### src/rtl/args_rr_arb.sv
// -----------------------------------------------------------------------------
// args_rr_arb
//
// Round-robin burst arbiter that shares one W-bit argument path among N
// requesters, followed by a single registered output stage (one cycle from
// accept to out_valid, full throughput when out_ready stays high).
//
// A requester that wins in IDLE with req_last=0 locks the path and keeps it
// until it delivers a beat with req_last=1. The round-robin pointer advances
// only on a last-beat accept, so single-beat and multi-beat bursts rotate
// fairness in the same way.
//
// Parameters
//   W   per-requester argument width in bits
//   N   number of requesters (N >= 2)
//   SW  width of a requester index, $clog2(N)
//
// Ports
//   clk        clock, all state updates on the rising edge
//   rst        synchronous active-high reset
//   req_valid  [N]    per-requester beat valid
//   req_last   [N]    per-requester last-beat flag, qualified by req_valid
//   req_data   [W*N]  packed arguments, requester i at [i*W +: W]
//   req_ready  [N]    per-requester accept, at most one bit high
//   out_valid         registered output beat valid
//   out_data   [W]    registered selected argument
//   out_last          registered copy of the accepted req_last
//   out_src    [SW]   registered index of the requester that supplied the beat
//   out_ready         downstream accept of the output beat
//   busy              high while a burst holds the lock or a beat is pending
// -----------------------------------------------------------------------------
module args_rr_arb #(
    parameter int unsigned  W  = 10,
    parameter int unsigned  N  = 4,
    localparam int unsigned SW = $clog2(N)
) (
    input  logic            clk,
    input  logic            rst,
    input  logic [N-1:0]    req_valid,
    input  logic [N-1:0]    req_last,
    input  logic [W*N-1:0]  req_data,
    output logic [N-1:0]    req_ready,
    output logic            out_valid,
    output logic [W-1:0]    out_data,
    output logic            out_last,
    output logic [SW-1:0]   out_src,
    input  logic            out_ready,
    output logic            busy
);

    localparam logic [0:0] ST_IDLE = 1'b0;
    localparam logic [0:0] ST_LOCK = 1'b1;

    logic [0:0]    state;
    logic [SW-1:0] ptr;
    logic [SW-1:0] owner;

    logic          free;
    logic          gnt_found;
    logic [SW-1:0] gnt_idx;
    logic          gnt_valid;
    logic          gnt_last;
    logic [W-1:0]  gnt_data;
    logic          accept;
    logic [SW-1:0] ptr_inc;

    // Output stage can take a new beat when empty or draining this cycle.
    assign free = !out_valid || out_ready;

    // Grant selection. In LOCK the owner keeps the grant even if it has
    // dropped req_valid, so the path stays reserved for the rest of its
    // burst. In IDLE the search starts at ptr and wraps modulo N, so
    // indices >= N can never be produced for non-power-of-two N.
    // Reset suppresses the grant so rst always wins over an accept.
    always_comb begin
        int unsigned   cand;
        logic [SW-1:0] cand_idx;
        gnt_found = 1'b0;
        gnt_idx   = '0;
        cand      = 0;
        cand_idx  = '0;
        if (rst) begin
            gnt_found = 1'b0;
        end else if (state == ST_LOCK) begin
            gnt_found = 1'b1;
            gnt_idx   = owner;
        end else begin
            for (int unsigned k = 0; k < N; k++) begin
                cand     = (int'(ptr) + k) % N;
                cand_idx = SW'(cand);
                if (!gnt_found && req_valid[cand_idx]) begin
                    gnt_found = 1'b1;
                    gnt_idx   = cand_idx;
                end
            end
        end
    end

    // Select the granted requester's signals.
    always_comb begin
        gnt_valid = 1'b0;
        gnt_last  = 1'b0;
        gnt_data  = '0;
        for (int unsigned i = 0; i < N; i++) begin
            if (gnt_idx == SW'(i)) begin
                gnt_valid = req_valid[i];
                gnt_last  = req_last[i];
                gnt_data  = req_data[i*W +: W];
            end
        end
    end

    // Only the granted requester ever sees ready, and only when the stage
    // can accept; this keeps req_ready one-hot or zero.
    always_comb begin
        req_ready = '0;
        if (gnt_found && free) begin
            for (int unsigned i = 0; i < N; i++) begin
                if (gnt_idx == SW'(i)) begin
                    req_ready[i] = 1'b1;
                end
            end
        end
    end

    assign accept = gnt_found && gnt_valid && free;

    // Explicit wrap so non-power-of-two N returns to 0 after N-1.
    always_comb begin
        if (gnt_idx == SW'(N - 1)) begin
            ptr_inc = '0;
        end else begin
            ptr_inc = gnt_idx + SW'(1);
        end
    end

    always_ff @(posedge clk) begin
        if (rst) begin
            state     <= ST_IDLE;
            ptr       <= '0;
            owner     <= '0;
            out_valid <= 1'b0;
            out_data  <= '0;
            out_last  <= 1'b0;
            out_src   <= '0;
        end else begin
            if (accept) begin
                out_valid <= 1'b1;
                out_data  <= gnt_data;
                out_last  <= gnt_last;
                out_src   <= gnt_idx;
                if (gnt_last) begin
                    state <= ST_IDLE;
                    ptr   <= ptr_inc;
                end else begin
                    state <= ST_LOCK;
                    owner <= gnt_idx;
                end
            end else if (out_ready) begin
                out_valid <= 1'b0;
            end
        end
    end

    assign busy = (state == ST_LOCK) || out_valid;

endmodule

### config.mk
export PLATFORM = sky130hd
export DESIGN_NAME = args_rr_arb
export DESIGN_NICKNAME = d
export VERILOG_FILES = /design/src/rtl/args_rr_arb.sv
export SDC_FILE = /design/constraint.sdc
export NUM_CORES = 1
export LEC_CHECK = 0
export ABC_AREA = 1
export ABC_CLOCK_PERIOD_IN_PS = 4090
export CAP_MARGIN = 0
export CORE_UTILIZATION = 30
export CTS_BUF_LIST = sky130_fd_sc_hd__clkbuf_8 sky130_fd_sc_hd__clkbuf_16
export DETAILED_ROUTE_END_ITERATION = 10
export DONT_BUFFER_PORTS = 1
export SLEW_MARGIN = 5
export SYNTH_ARGS = -nofsm -noshare
export SYNTH_HDL_FRONTEND = slang
export SYNTH_SLANG_ARGS = --single-unit
### constraint.sdc
create_clock -name clk -period 4.09 [get_ports clk]
set_input_delay 0.6135 -clock clk [delete_from_list [all_inputs] [get_ports clk]]
set_output_delay 0.6135 -clock clk [all_outputs]
set_load 0.01 [all_outputs]
# After elaboration in Yosys (flattened, before gate mapping)
# Cells that the tools add are included.
[word_totals]
register_bits = 19
in_bits = 51
out_inout_bits = 19
word_cells = 82
[classes]
add_sub_neg = 4
order_cmp = 4
eq_ne = 3
mux = 47
bitwise_logic = 1
reduce_logical = 16
[ops]
columns = ["op", "n"]
rows = [
  ["$mux W10", 4],
  ["$mux W1", 31],
  ["$mux W2", 7],
  ["$lt A2 B3 Y1 const B", 4],
  ["$bmux W1 S2", 4],
  ["$logic_and A1 B1 Y1", 6],
  ["$add A2 B1 Y2 const B", 2],
  ["$add A2 B2 Y2 const B", 2],
  ["$eq A2 B2 Y1 const B", 2],
  ["$logic_not A1 Y1", 4],
  ["$mux W4", 1],
  ["$reduce_and A2 Y1", 2],
  ["$eq A2 B1 Y1 const B", 1],
  ["$logic_not A2 Y1", 1],
  ["$logic_or A1 B1 Y1", 2],
  ["$reduce_bool A2 Y1", 1],
  ["$not A1 Y1", 1],
]

# Longest topological paths before layout
[depth]
word_depth = 28
ltp_mapped = 23
ltp_nobuf = 22

# Worst setup path after synthesis
# OpenSTA, ideal clock, no wires.
[synth_timing]
kind = "in2out"
start = "input port req_valid[1]"
end = "output port req_ready[2]"
arrival_time_ns = 2.124
t_required_ns = 3.477
slack_ns = 1.352
stages = 16
path_buffers = 1
path_cell_list = "inv_1 > nand2_1 > nand2_1 > nand2_1 > nand2_1 > inv_2 > nand2_1 > nand3_1 > nand2_1 > nor2_1 > nor2_2 > inv_1 > ha_1 > inv_1 > clkbuf_1 > nor2_1"
[synth_via]
elab_chain_cells = 23
elab_cells_between_ends = 36
classes_between = "eq/ne (1); mux (28); reduce/logical (7)"
[synth_rtl]
columns = ["element", "line_no", "text"]
rows = [
  ["from (decl)", "39", "input logic [N-1:0] req_valid,"],
  ["$bmux W1 S2", "91", "if (!gnt_found && req_valid[cand_idx]) begin"],
  ["$mux W1 (implied by the code)", "91", ""],
  ["$mux W1", "91", ""],
  ["$mux W1", "84", "end else if (state == ST_LOCK) begin"],
  ["$mux W1", "82", "if (rst) begin"],
  ["$logic_not A1 Y1", "91", ""],
  ["$logic_and A1 B1 Y1", "91", ""],
  ["$mux W1", "91", ""],
  ["(+8 left out)", "--", ""],
  ["$logic_and A1 B1 Y1", "91", ""],
  ["$mux W2 *", "91", ""],
  ["$mux W2 *", "84", ""],
  ["$mux W2 *", "82", ""],
  ["named net gnt_idx[0]", "60", "logic [SW-1:0] gnt_idx;"],
  ["$eq A2 B2 Y1 *", "119", "if (gnt_idx == SW'(i)) begin"],
  ["$mux W1 *", "119", ""],
  ["$mux W4 *", "117", "if (gnt_found && free) begin"],
  ["to (decl)", "42", "output logic [N-1:0] req_ready,"],
]
# Mark *: on every way through the listed nets, which the timed path passes. The rest lies on a longest branch. The select of a mux whose other input is x is not followed.

# Worst setup path after layout
[layout_timing]
start = "register ptr[0]"
end = "register out_data[0]"
[layout_via]
elab_chain_cells = 27
elab_cells_between_ends = 49
classes_between = "add/sub (3); eq/ne (3); mux (34); reduce/logical (9)"
[layout_rtl]
columns = ["element", "line_no", "text"]
rows = [
  ["from (decl)", "55", "logic [SW-1:0] ptr;"],
  ["from (signal assigned)", "154", "ptr <= ptr_inc;"],
  ["$bmux W1 S2", "91", ""],
  ["$mux W1 (implied by the code)", "91", ""],
  ["$mux W1", "91", ""],
  ["$mux W1", "84", ""],
  ["$mux W1", "82", ""],
  ["$logic_not A1 Y1", "91", ""],
  ["$logic_and A1 B1 Y1", "91", ""],
  ["$mux W1", "91", ""],
  ["(+7 left out)", "--", ""],
  ["$logic_not A1 Y1", "91", ""],
  ["$logic_and A1 B1 Y1", "91", ""],
  ["$mux W2", "91", ""],
  ["$mux W2", "84", ""],
  ["$mux W2", "82", ""],
  ["$logic_not A2 Y1", "105", "if (gnt_idx == SW'(i)) begin"],
  ["$mux W1 (4 in a row)", "105", ""],
  ["$logic_and A1 B1 Y1 (2 in a row)", "126", "assign accept = gnt_found && gnt_valid && free;"],
  ["to (signal assigned)", "149", "out_data <= gnt_data;"],
  ["to (decl)", "44", "output logic [W-1:0] out_data,"],
]
# Several ways; a longest one is shown, not always the timed one. The select of a mux whose other input is x is not followed.
# A chain may end at the register's enable or synchronous reset.

==> run metrics <==
status finished clean; final setup vio count 0; Hold Vio Cnt, Final 0; Synth area leader dfxtp_1; fmax 281.9 MHz; top-count cell post-synth nand2_1; Cell Pwr Density roughly 1000 nW/µm²; Initial Util 32.18%; Worst EP required 4.30 ns; area grow syn2layout 5.099%; Least-Margin Pin Slew approximately 0.51 ns; Synth top cells by count nand2_1 (90), o21ai_0 (23), a21oi_1 (19), dfxtp_1 (19), nor2_1 (19); RSZ-0062 raised after global routing false; Clock Path Buffers 2; diode count 0; IO buf count 0; synthesized flop and latch total 19; register area share after synthesis 24.22%; Post-synth EDFFs 0; Clk pwr share 8.1%; FP Rows 25; setup TNS 0 ns; register area between 300 and 400 µm²; Pleak roughly 0.72 nW; Post-DRT Antenna Nets 0; fin util between 30% and 40%; Final Worst Setup Slack roughly 0.54 ns; arrival time worst endpoint about 3.8 ns; Top FF cell, synth dfxtp_1; CTS Root Cell clkbuf_8; switching pwr 929.6 µW; Slew HR roughly two thirds; Fin Hold WS 0.4011 ns; Netlist Area Pre-Place 1570 µm²; share of cells above drive strength 1 16.47%; VDD IR max 352.7 µV; Distinct cells, synth 22; hpwl dp 3279 µm; CTS Buf Count 3; Startpoint Class flop; Switching Fraction 56.33%; Ports 70; CP most frequent cell nand2_1; Area contributors post-synth dfxtp_1 (24%), nand2_1 (22%), o21ai_0 (7.3%); Synth top area share 24.22%; CP peak stage delay 0.60 ns; Hold Buf Count CTS 0; type of the most critical hold path input port to flop; core area a little under 5000 µm²; clock period minus worst slack 3.547 ns; clock sinks 19; post-place setup slack roughly 0.54 ns; Power Total 1.650 mW; clk slew on worst S/H paths 0.07 ns; Synth warnings 0; Die W 74.35 µm; CTS tree built; slowest stage cell, crit path dfxtp_1; Synth Instances 261; MaxCap Viol Count 0; Crit Path Class flop to flop; Internal Power 720.6 µW; via/cell ratio roughly 4.9; H-tree depth 1; Iter 0 DRT Violations 87; max-slew violations 0; routed wire length 4081 µm; DRT Pass-1 Iters 4; Syn Nets around 320; Final #Nets 311; Die Area approximately 5500 µm²; Logic pwr share 69.7%; multi-input logic area about 1000 µm²; WL/cell 12.67 µm; GRT overflow 0; global-route usage over all layers roughly 16%; initial antenna violation count 0; post-cts resize count 0; CP Cell Sequence inv_6 > nand2_2 > nand2_1 > nand2_1 > nand2_2 > nor2_4 > nand3_1 > nand3_1 > nand2_1 > nand2_1 > nand2_1 > ha_1 > inv_2 > nand3_1 > nand2_1 > o211ai_1 > nand2_1 > nand4_4 > inv_2 > nand2_1 > a21oi_2; Post-synth ARST share 0%; first-pass GRT wire length 6817 µm; syn avg cell area roughly 6.0 µm²; die height 74.35 µm; largest net degree at the start of global routing 21; Post-CTS Setup Bufs 0; worst skew pair latency 0.26 ns; period utilisation layout between 80% and 90%; routability congestion estimate 0.7672; fillers 570; clk_skew 0.005376 ns; CP endpoint kind flop; vias roughly 1600; worst-path fanout max 18; residual DRC count 0; Flop pwr share 22.2%; vias in the first global route 1457
==> power groups by stage <==
stage / Clock [mW] / Sequential [mW] / Combinational [mW]
floorplan: 0 / 0.339 / 0.994
global placement: 0 / 0.373 / 1.15
detailed placement: 0 / 0.372 / 1.16
CTS: 0.140 / 0.368 / 1.16
global route: 0.147 / 0.377 / 1.34
finish: 0.134 / 0.366 / 1.15
==> metrics by stage <==
stage,cells,instance area [µm²]
floorplan,261,1570
global placement,318,1602
detailed placement,318,1602
CTS,322,1650
global route,322,1650
finish,322,1650
==> layer usage <==
metal	global-route usage [%]	wire length, µm	share of wire, %
met1	19.31	1781	44
met5	0	0	0
met3	3.794	253	6.2
met4	5.031	50	1.2
met2	28.99	1996	49
==> layout make-up <==
class | instances | area share (%)
inverter | 23 | 5.535
tap | 67 | 5.080
multi-input combinational | 207 | 62.47
clock inverter | 1 | 0.4549
sequential | 19 | 23.05
clock buffer | 3 | 2.502
timing repair buffer | 2 | 0.9098
==> flip-flops by register name (all words and copies together) (netlist names) <==
register,cells
out_last,1
out_src,2
out_data,10
ptr,2
out_valid,1
owner,2
state,1
==> worst paths after layout <==
| check | startpoint | cells past startpoint | slack [ns] | endpoint |
|---|---|---|---|---|
| max reg2reg | ptr[0] | 21 | 0.54 | out_data[0] |
| max | ptr[0] | 21 | 0.54 | out_data[0] |
| min reg2reg | out_data[6] | 2 | 0.51 | out_data[6] |
| min | rst | 1 | 0.40 | out_data[1] |
==> critical path: cells and delay by family (launching register included) <==
kind / cells / cell delay [ns]
AND/OR/NAND/NOR: 15 / 1.64
adder cells (fa/ha/maj): 1 / 0.40
buffers and inverters: 3 / 0.63
AO/OA/AOI/OAI: 2 / 0.20
flip-flops: 1 / 0.60
==> placed cells by master (no fill, tap or decap), types with 2 or more instances in the layout <==
cell | synthesis | final
nand2_2 | 14 | 14
o21ai_0 | 23 | 23
nor2_2 | 3 | 3
nand2_1 | 90 | 90
clkbuf_8 | 0 | 3
nand4_1 | 2 | 2
nor2_1 | 19 | 19
inv_1 | 17 | 17
a21oi_2 | 10 | 10
a21oi_1 | 19 | 19
inv_2 | 5 | 5
ha_1 | 4 | 4
dfxtp_1 | 19 | 19
buf_4 | 0 | 2
nand3_1 | 18 | 18
==> cell families (layout without fill, tap and decap cells) <==
family                   Yosys count  count (layout)  synth area share [%]
adder cells (fa/ha/maj)            4               4                 3.187
flip-flops                        19              19                 24.22
buffers and inverters             35              29                 10.12
AND/OR/NAND/NOR                  149             149                 42.55
AO/OA/AOI/OAI                     54              54                 19.92
Note: power is estimated with default switching activity, not from simulation.
